### src/rtl/rega_write_arbiter_if.sv
// Requester-side bus for the register A write arbiter: level requests with
// flattened write data in, one-hot grant/ack and the register A load port out.
interface rega_write_arbiter_if #(
    parameter int N_REQ  = 4,
    parameter int DATA_W = 16
);
    logic [N_REQ-1:0]        req;
    logic [N_REQ*DATA_W-1:0] wdata;
    logic [N_REQ-1:0]        grant;
    logic [N_REQ-1:0]        ack;
    logic                    loadA;
    logic [DATA_W-1:0]       dataAin;
    logic                    busy;

    modport master (
        output req, wdata,
        input  grant, ack, loadA, dataAin, busy
    );

    modport slave (
        input  req, wdata,
        output grant, ack, loadA, dataAin, busy
    );
endinterface

### src/rtl/rega_write_arbiter.sv
// Round-robin arbiter that owns register A's load port: picks one requester,
// strobes loadA/dataAin for one cycle, then returns a one-cycle ack.
module rega_write_arbiter #(
    parameter int N_REQ  = 4,
    parameter int DATA_W = 16,
    parameter int PTR_W  = 2
) (
    input logic                 clk,
    input logic                 rst_n,
    rega_write_arbiter_if.slave bus
);
    // state | meaning
    // IDLE  | waiting; a nonzero req picks a winner from ptr onward
    // LOAD  | loadA high for one cycle, data frozen at grant
    // ACK   | ack pulse to the winner, pointer moved past it
    typedef enum logic [1:0] {
        IDLE = 2'd0,
        LOAD = 2'd1,
        ACK  = 2'd2
    } state_t;

    state_t            state_q, state_d;
    logic [N_REQ-1:0]  grant_q, grant_d;
    logic [N_REQ-1:0]  ack_q, ack_d;
    logic              load_q, load_d;
    logic              busy_q, busy_d;
    logic [DATA_W-1:0] data_q, data_d;
    logic [PTR_W-1:0]  ptr_q, ptr_d;
    logic [PTR_W-1:0]  owner_q, owner_d;

    logic [2*N_REQ-1:0] req_dbl;
    logic [N_REQ-1:0]   req_rot;
    logic [N_REQ-1:0]   win_onehot;
    logic               win_found;
    logic [PTR_W-1:0]   win_off;
    logic [PTR_W:0]     win_sum;
    logic [PTR_W-1:0]   win_idx;
    logic [DATA_W-1:0]  win_data;

    // Rotating a doubled copy puts requester ptr at bit 0, so the lowest set
    // bit is the next requester in round-robin order.
    assign req_dbl = {bus.req, bus.req} >> ptr_q;
    assign req_rot = req_dbl[N_REQ-1:0];

    always_comb begin
        win_found = 1'b0;
        win_off   = '0;
        for (int k = N_REQ - 1; k >= 0; k--) begin
            if (req_rot[k]) begin
                win_found = 1'b1;
                win_off   = PTR_W'(k);
            end
        end
        win_sum = {1'b0, ptr_q} + {1'b0, win_off};
        win_idx = (win_sum >= (PTR_W + 1)'(N_REQ)) ?
                  PTR_W'(win_sum - (PTR_W + 1)'(N_REQ)) : win_sum[PTR_W-1:0];
        win_data   = '0;
        win_onehot = '0;
        for (int i = 0; i < N_REQ; i++) begin
            if (win_idx == PTR_W'(i)) begin
                win_data      = bus.wdata[i*DATA_W +: DATA_W];
                win_onehot[i] = win_found;
            end
        end
    end

    always_ff @(posedge clk or negedge rst_n) begin
        if (!rst_n) begin
            state_q <= IDLE;
            grant_q <= '0;
            ack_q   <= '0;
            load_q  <= 1'b0;
            busy_q  <= 1'b0;
            data_q  <= '0;
            ptr_q   <= '0;
            owner_q <= '0;
        end else begin
            state_q <= state_d;
            grant_q <= grant_d;
            ack_q   <= ack_d;
            load_q  <= load_d;
            busy_q  <= busy_d;
            data_q  <= data_d;
            ptr_q   <= ptr_d;
            owner_q <= owner_d;
        end
    end

    always_comb begin
        state_d = state_q;
        case (state_q)
            IDLE:    if (win_found) state_d = LOAD;
            LOAD:    state_d = ACK;
            ACK:     state_d = IDLE;
            default: state_d = IDLE;
        endcase
    end

    always_comb begin
        grant_d = grant_q;
        ack_d   = '0;
        load_d  = 1'b0;
        busy_d  = busy_q;
        data_d  = data_q;
        ptr_d   = ptr_q;
        owner_d = owner_q;
        case (state_q)
            IDLE: begin
                grant_d = win_onehot;
                load_d  = win_found;
                busy_d  = win_found;
                data_d  = win_found ? win_data : '0;
                owner_d = win_idx;
            end
            LOAD: begin
                ack_d = grant_q;
                ptr_d = (owner_q == PTR_W'(N_REQ - 1)) ? '0 : owner_q + PTR_W'(1);
            end
            ACK: begin
                grant_d = '0;
                busy_d  = 1'b0;
            end
            default: begin
                grant_d = '0;
                busy_d  = 1'b0;
                data_d  = '0;
            end
        endcase
    end

    assign bus.grant   = grant_q;
    assign bus.ack     = ack_q;
    assign bus.loadA   = load_q;
    assign bus.busy    = busy_q;
    assign bus.dataAin = data_q;
endmodule

### src/flat_wrapper.sv
// flat-port wrapper written by rule: the top's interface ports become plain ports
module rega_write_arbiter_flat 
#(
    parameter int N_REQ  = 4,
    parameter int DATA_W = 16,
    parameter int PTR_W  = 2
)
  (clk, rst_n, bus_req, bus_wdata, bus_grant, bus_ack, bus_loadA, bus_dataAin, bus_busy);
  rega_write_arbiter_if #(.N_REQ(N_REQ), .DATA_W(DATA_W)) bus_i ();
  input logic clk;
  input logic rst_n;
  input wire logic [$bits(bus_i.req)-1:0] bus_req;
  input wire logic [$bits(bus_i.wdata)-1:0] bus_wdata;
  output wire logic [$bits(bus_i.grant)-1:0] bus_grant;
  output wire logic [$bits(bus_i.ack)-1:0] bus_ack;
  output wire logic [$bits(bus_i.loadA)-1:0] bus_loadA;
  output wire logic [$bits(bus_i.dataAin)-1:0] bus_dataAin;
  output wire logic [$bits(bus_i.busy)-1:0] bus_busy;
  assign bus_i.req = bus_req;
  assign bus_i.wdata = bus_wdata;
  assign bus_grant = bus_i.grant;
  assign bus_ack = bus_i.ack;
  assign bus_loadA = bus_i.loadA;
  assign bus_dataAin = bus_i.dataAin;
  assign bus_busy = bus_i.busy;
  rega_write_arbiter #(.N_REQ(N_REQ), .DATA_W(DATA_W), .PTR_W(PTR_W)) u_core (.clk(clk), .rst_n(rst_n), .bus(bus_i));
endmodule
### config.mk
export PLATFORM = sky130hd
export DESIGN_NAME = rega_write_arbiter_flat
export DESIGN_NICKNAME = d
export VERILOG_FILES = /design/src/rtl/rega_write_arbiter_if.sv /design/src/rtl/rega_write_arbiter.sv /design/src/flat_wrapper.sv
export SDC_FILE = /design/constraint.sdc
export NUM_CORES = 1
export LEC_CHECK = 0
export ABC_CLOCK_PERIOD_IN_PS = 2800
export BUFFER_PORTS_ARGS = -buffer_cell sky130_fd_sc_hd__buf_4
export CAP_MARGIN = 20
export CORE_AREA = 2 2 72 74
export DETAILED_ROUTE_END_ITERATION = 6
export DIE_AREA = 0 0 74 76
export GPL_TIMING_DRIVEN = 0
export PLACE_DENSITY_LB_ADDON = 0.25
export SYNTH_ARGS = -nofsm -noshare
export SYNTH_HDL_FRONTEND = slang
export SYNTH_SLANG_ARGS = --single-unit
### constraint.sdc
create_clock -name clk -period 2.8 [get_ports clk]
set_clock_uncertainty 0.2 [all_clocks]
set_input_delay 0.56 -clock clk [delete_from_list [all_inputs] [get_ports clk]]
set_output_delay 0.56 -clock clk [all_outputs]
set_load 0.05 [all_outputs]
# Word level (Yosys, flattened, before mapping)
# Index checks and enable logic that the tools add are counted.
# word_totals
out_inout_bits	26
inputBits	70
reg_bits	32
word_cells	49
# classes
shifts	1
order_cmp	1
mux	26
n_eq_ne	7
addsub	3
reduce_logical	3
# ops
op	count
2-to-1 mux 16 bit	5
one-hot mux 16 bit (2 select lines)	1
2-to-1 mux 2 bit	7
2-to-1 mux 1 bit	9
== test 2 bit, second input constant	4
one-hot mux 4 bit (2 select lines)	1
>> shifter 8 x 2 -> 4 bit	1
== test 2 x 1 -> 1 bit, second input constant	2
zero test 2 bit	2
2-to-1 mux 4 bit	1
one-hot mux 2 bit (2 select lines)	1
adder 2 x 2 -> 3 bit	1
>= comparator 3 bit, second input constant	1
adder 2 x 1 -> 2 bit, second input constant	1
inequality test 2 x 1 -> 1 bit, second input constant	1
one-hot mux 1 bit (2 select lines)	1
OR reduction 2 bit	1
subtractor 2 x 1 -> 2 bit, second input constant	1

# Depth between registers and ports, before layout
# logic_depth
word_depth	15
ltp_mapped	12
ltp_nobuf	9

# Worst setup path after synthesis
# No wires, ideal clock.
# synth_timing
path_type	input port to flip-flop
from	in bus_req[0]
to	reg u_core.data_q[0], in the netlist u_core.bus.dataAin[0]
stages	11
required_ns	2.474
setup_time_ns	0.126
path_buffers	2
path_slack_ns	-0.193
arrival_ns	2.667
cell_sequence	buf_2 -> nand2_1 -> nor2_1 -> o21ai_0 -> o211ai_1 -> ha_1 -> xnor2_1 -> xnor2_4 -> buf_12 -> mux2_4 -> a221o_1
# synth_between
elab_chain_len	15
word_cells_on_any_way	23
cone_classes	add/sub (2); order compare (1); eq/ne (3); shift (1); mux (15); reduce/logical (1)
# synth_rtl
item	line_no	source
start: declaration	flat_wrapper.sv:12	input wire logic [$bits(bus_i.req)-1:0] bus_req;
>> shifter 8 x 2 -> 4 bit (*)	rega_write_arbiter.sv:42	assign req_dbl = {bus.req, bus.req} >> ptr_q;
2-to-1 mux 2 bit (4 in series)	rega_write_arbiter.sv:49	if (req_rot[k]) begin
adder 2 x 2 -> 3 bit	rega_write_arbiter.sv:54	win_sum = {1'b0, ptr_q} + {1'b0, win_off};
>= comparator 3 bit / subtractor 2 x 1 -> 2 bit (equally long branches)	rega_write_arbiter.sv:55, rega_write_arbiter.sv:56	
2-to-1 mux 2 bit	rega_write_arbiter.sv:55	win_idx = (win_sum >= (PTR_W + 1)'(N_REQ)) ?
zero test 2 bit	rega_write_arbiter.sv:60	if (win_idx == PTR_W'(i)) begin
2-to-1 mux 16 bit (4 in series)	rega_write_arbiter.sv:60	
2-to-1 mux 16 bit (*)	rega_write_arbiter.sv:112	data_d = win_found ? win_data : '0;
one-hot mux 16 bit (2 select lines) (*)	rega_write_arbiter.sv:107	case (state_q)
end signal: assignment	rega_write_arbiter.sv:83	data_q <= data_d;
end: declaration	rega_write_arbiter.sv:27	logic [DATA_W-1:0] data_q, data_d;
# Mark *: on every way between the ends. The rest lies on a longest branch, timed or not.
# A chain may end at the register's enable or synchronous reset.

# Worst setup path after layout
# layout_timing
from	reg u_core.ptr_q[0]
to	reg u_core.data_q[4], in the netlist u_core.bus.dataAin[4]
# layout_between
elab_chain_len	15
word_cells_on_any_way	23
cone_classes	add/sub (2); order compare (1); eq/ne (3); shift (1); mux (15); reduce/logical (1)
# layout_rtl
item	line_no	source
start: declaration	rega_write_arbiter.sv:28	logic [PTR_W-1:0] ptr_q, ptr_d;
start signal: assignment	rega_write_arbiter.sv:84	ptr_q <= ptr_d;
>> shifter 8 x 2 -> 4 bit	rega_write_arbiter.sv:42	
2-to-1 mux 2 bit (4 in series)	rega_write_arbiter.sv:49	
adder 2 x 2 -> 3 bit	rega_write_arbiter.sv:54	
>= comparator 3 bit / subtractor 2 x 1 -> 2 bit (equally long branches)	rega_write_arbiter.sv:55, rega_write_arbiter.sv:56	
2-to-1 mux 2 bit	rega_write_arbiter.sv:55	
zero test 2 bit	rega_write_arbiter.sv:60	
2-to-1 mux 16 bit (4 in series)	rega_write_arbiter.sv:60	
2-to-1 mux 16 bit (*)	rega_write_arbiter.sv:112	
one-hot mux 16 bit (2 select lines) (*)	rega_write_arbiter.sv:107	
# Marked as above.

==> run metrics <==
Synth cell types=36; CP Class=reg2reg; Num CTS Buffers=5; drt wl/cell=14.3 µm; Async SR Flop Fraction=100%; I/O pin count=96; worst path bufs/invs=3; PwrDens=1300 nW/µm²; Hold Crit Class=in2async; Synth Area in Adders=3.14%; syn nets=258; Worst Tran Pin Value=0.508 ns; Final Hold Viols=0; simple-gate share of the synthesized area=13.4%; Final min period=2.72 ns; largest fanout on the critical path=9; # rows=26; n_diodes=0; cts hold-fix bufs=0; top cells by area, synth=dfrtp_1, mux2i_1, a221o_1, nand2_1, mux2_2; post-synthesis mux area share=20.6%; slowest CP cell=dfrtp_1; compound-gate portion of the synthesized area=15.2%; area added between synthesis and finish=54.6%; Pins Over Slew Limit=0; grt met3 use=5.82%; CTS root buf=clkbuf_8; GR Util met2=30.8%; number of synthesized flops with an enable pin=0; initial antenna violation count=0; RSZ-0062 raised after global routing=yes; Yosys warnings=0; Final Cycle Share=97.2%; Syn Std Cell Area=1990 µm²; XOR/XNOR Fraction of Synth Area=1.82%; Max-Slew Margin vs Limit=65.9%; first-pass GRT wire length=8450 µm; FMAX=367 MHz; global route hottest layer=met2; Die Span Y=76 µm; Largest stage delay, worst path=0.39 ns; Placed Cells=347; gp weighted congestion=0.732; vias in the first global route=1866; status=complete, no violations; CP Data Arrival Time=2.69 ns; Post-route DRC=0; Worst Path Required=2.77 ns; clock latency on the worst-skew pair=0.28 ns; Seq/Total Area, Yosys=40.2%; Post-DP Area=2840 µm²; share of cells above drive strength 1=51.7%; Detailed Place HPWL=3820 µm; TritonRoute pass-1 iters=5; post-synthesis cell count=183; DR vias=1811; Routed WL=5150 µm; Port-buffer cells=94; crit start category=register; area of the die=5620 µm²; CTS max path bufs=2; CP delay by family, top=compound AO/OA/AOI/OAI gates; Synth Register Bits=32; largest net degree at the start of global routing=33; top cell type's share of synthesized area=40.2%; number of nets with antenna violations after routing=0; fin cells=360; met1 Resource Use GR=24.3%; Initial DRC Count=85; post-DR vias/cell=5.03; H-tree levels=2; Clock Sinks=32; critical path cell sequence=buf_6, nor4_4, a21oi_1, o211ai_1, ha_2, xnor2_4, xnor2_4, buf_12, clkbuf_16, mux2_2, a221o_1; top cell type by total area after synthesis=dfrtp_1; Die W=74 µm; fin area=3080 µm²; Top cell by count, worst path=xnor2_4; CTS tree=done; Setup violations, final=0; Synth Area per Inst=10.9 µm²; post-layout power=0.00401 W; Pleak=1.54 nW; initial core utilization=40.6%; gr usage total=19.2%; Nets=364; Crit. End Element=register; Clock transition at path regs=0.07 ns; max cap viols=0; GR Overflow Total=0; core area=4910 µm²; Max IR drop VDD=0.639 mV; largest family of logic cells by synthesized area=multiplexers; main flop type after synthesis=dfrtp_1
[cells in the mapped netlist, types with 3 or more instances]
cell and instances:
a221o_1 16, nand2_1 36, mux2_4 7, nor3b_1 3
ha_1 5, nor3_1 4, nor2_1 6, dfrtp_1 32
clkbuf_1 7, mux2i_1 17, and2_1 3, inv_1 6
mux2_2 12
[through the flow]
step	hold WS (ns)	util [%]	setup WS, ns	setup TNS [ns]
global route	0.0295	62.8	-0.0532	-0.233
global placement	0.287	57.7	-0.357	-5.23
CTS	0.0180	60.5	-0.00154	-0.00154
finish	0.00403	62.8	0.0784	0
detailed placement	0.287	57.7	-0.396	-5.85
floorplan	0.0644	-	0.0116	0
[timing repair]
action | CTS | global route
gates resized for setup | 3 | 20
endpoints found under the setup margin | 16 | 16
pin swaps | 1 | 5
buffers inserted | 1 | 4
gates cloned | 0 | 1
[power breakdown]
group	total [W]	leakage [nW]	internal, W	switching, W
Sequential	0.000736	0.417	0.000627	0.000108
Combinational	0.00284	1.06	0.00142	0.00143
Clock	0.000433	0.0552	0.000264	0.000169
Total	0.00401	1.54	0.00231	0.00170
[area by class of cell]
class | count | area (µm²)
inverter | 6 | 22.5
timing repair buffer | 100 | 797
clock buffer | 6 | 72.6
multi-input combinational | 133 | 1180
fill | 421 | 1830
clock inverter | 2 | 35.0
buffer | 11 | 88.8
sequential | 32 | 801
tap | 70 | 87.6
[worst register-to-register path: stages, from the launching register on]
cell,delay (ns)
dfrtp_1,0.39
buf_6,0.15
nor4_4,0.24
a21oi_1,0.06
o211ai_1,0.10
ha_2,0.26
xnor2_4,0.14
xnor2_4,0.16
buf_12,0.14
clkbuf_16,0.13
mux2_2,0.33
a221o_1,0.32
[final timing paths]
check / start / endpoint / slack [ns] / cells after the start
min reg2reg: u_core.bus.busy / u_core.bus.busy / 0.30 / 1
max: u_core.ptr_q[0] / u_core.bus.dataAin[4] / 0.08 / 11
min in group clk: u_core.bus.busy / u_core.bus.busy / 0.30 / 1
max in group asynchronous: rst_n / u_core.bus.ack[1] / 2.10 / 1
max reg2reg: u_core.ptr_q[0] / u_core.bus.dataAin[4] / 0.08 / 11
min: rst_n / u_core.bus.ack[3] / 0.004 / 1
[kinds of logic (layout without fill, tap and decap cells)]
logic type,Yosys count,in the layout
AO/OA/AOI/OAI,32,32
XOR/XNOR,2,2
adder cells (fa/ha/maj),5,5
buffers and inverters,18,125
flip-flops,32,32
multiplexers,36,36
AND/OR/NAND/NOR,58,58
[state kept, by name, summed over array words and instances (netlist names)]
register,flops
u_core.bus.dataAin,16
u_core.bus.ack,4
u_core.bus.grant,4
u_core.owner_q,2
u_core.ptr_q,2
u_core.state_q,2
u_core.bus.busy,1
u_core.bus.loadA,1
[per-layer routing]
metal  part of all wire (%)  vias to the layer above  wire length [µm]
li1                       -                      875                 -
met1                     42                      864              2150
met2                     51                       65              2610
met3                    6.2                        7               319
met4                    1.3                        0                68
met5                      0                        -                 0
[cell usage in the layout (no fill, tap or decap), types with 2 or more instances in the layout]
| master | netlist | layout |
|---|---|---|
| buf_4 | 0 | 96 |
| nand2_1 | 36 | 35 |
| dfrtp_1 | 32 | 32 |
| mux2i_1 | 17 | 17 |
| a221o_1 | 16 | 16 |
| mux2_4 | 7 | 12 |
| mux2_2 | 12 | 7 |
| inv_1 | 6 | 6 |
| clkbuf_8 | 0 | 5 |
| nor2_1 | 6 | 4 |
| clkbuf_1 | 7 | 4 |
| clkbuf_2 | 0 | 4 |
| ha_1 | 5 | 4 |
| buf_6 | 0 | 3 |
| and2_1 | 3 | 3 |
| buf_12 | 2 | 3 |
| nor3_2 | 0 | 2 |
| a31oi_1 | 2 | 2 |
| nor3_1 | 4 | 2 |
| a21oi_1 | 2 | 2 |
| xnor2_4 | 1 | 2 |
| a21o_1 | 2 | 2 |
Power figures use the tool's default switching activity.
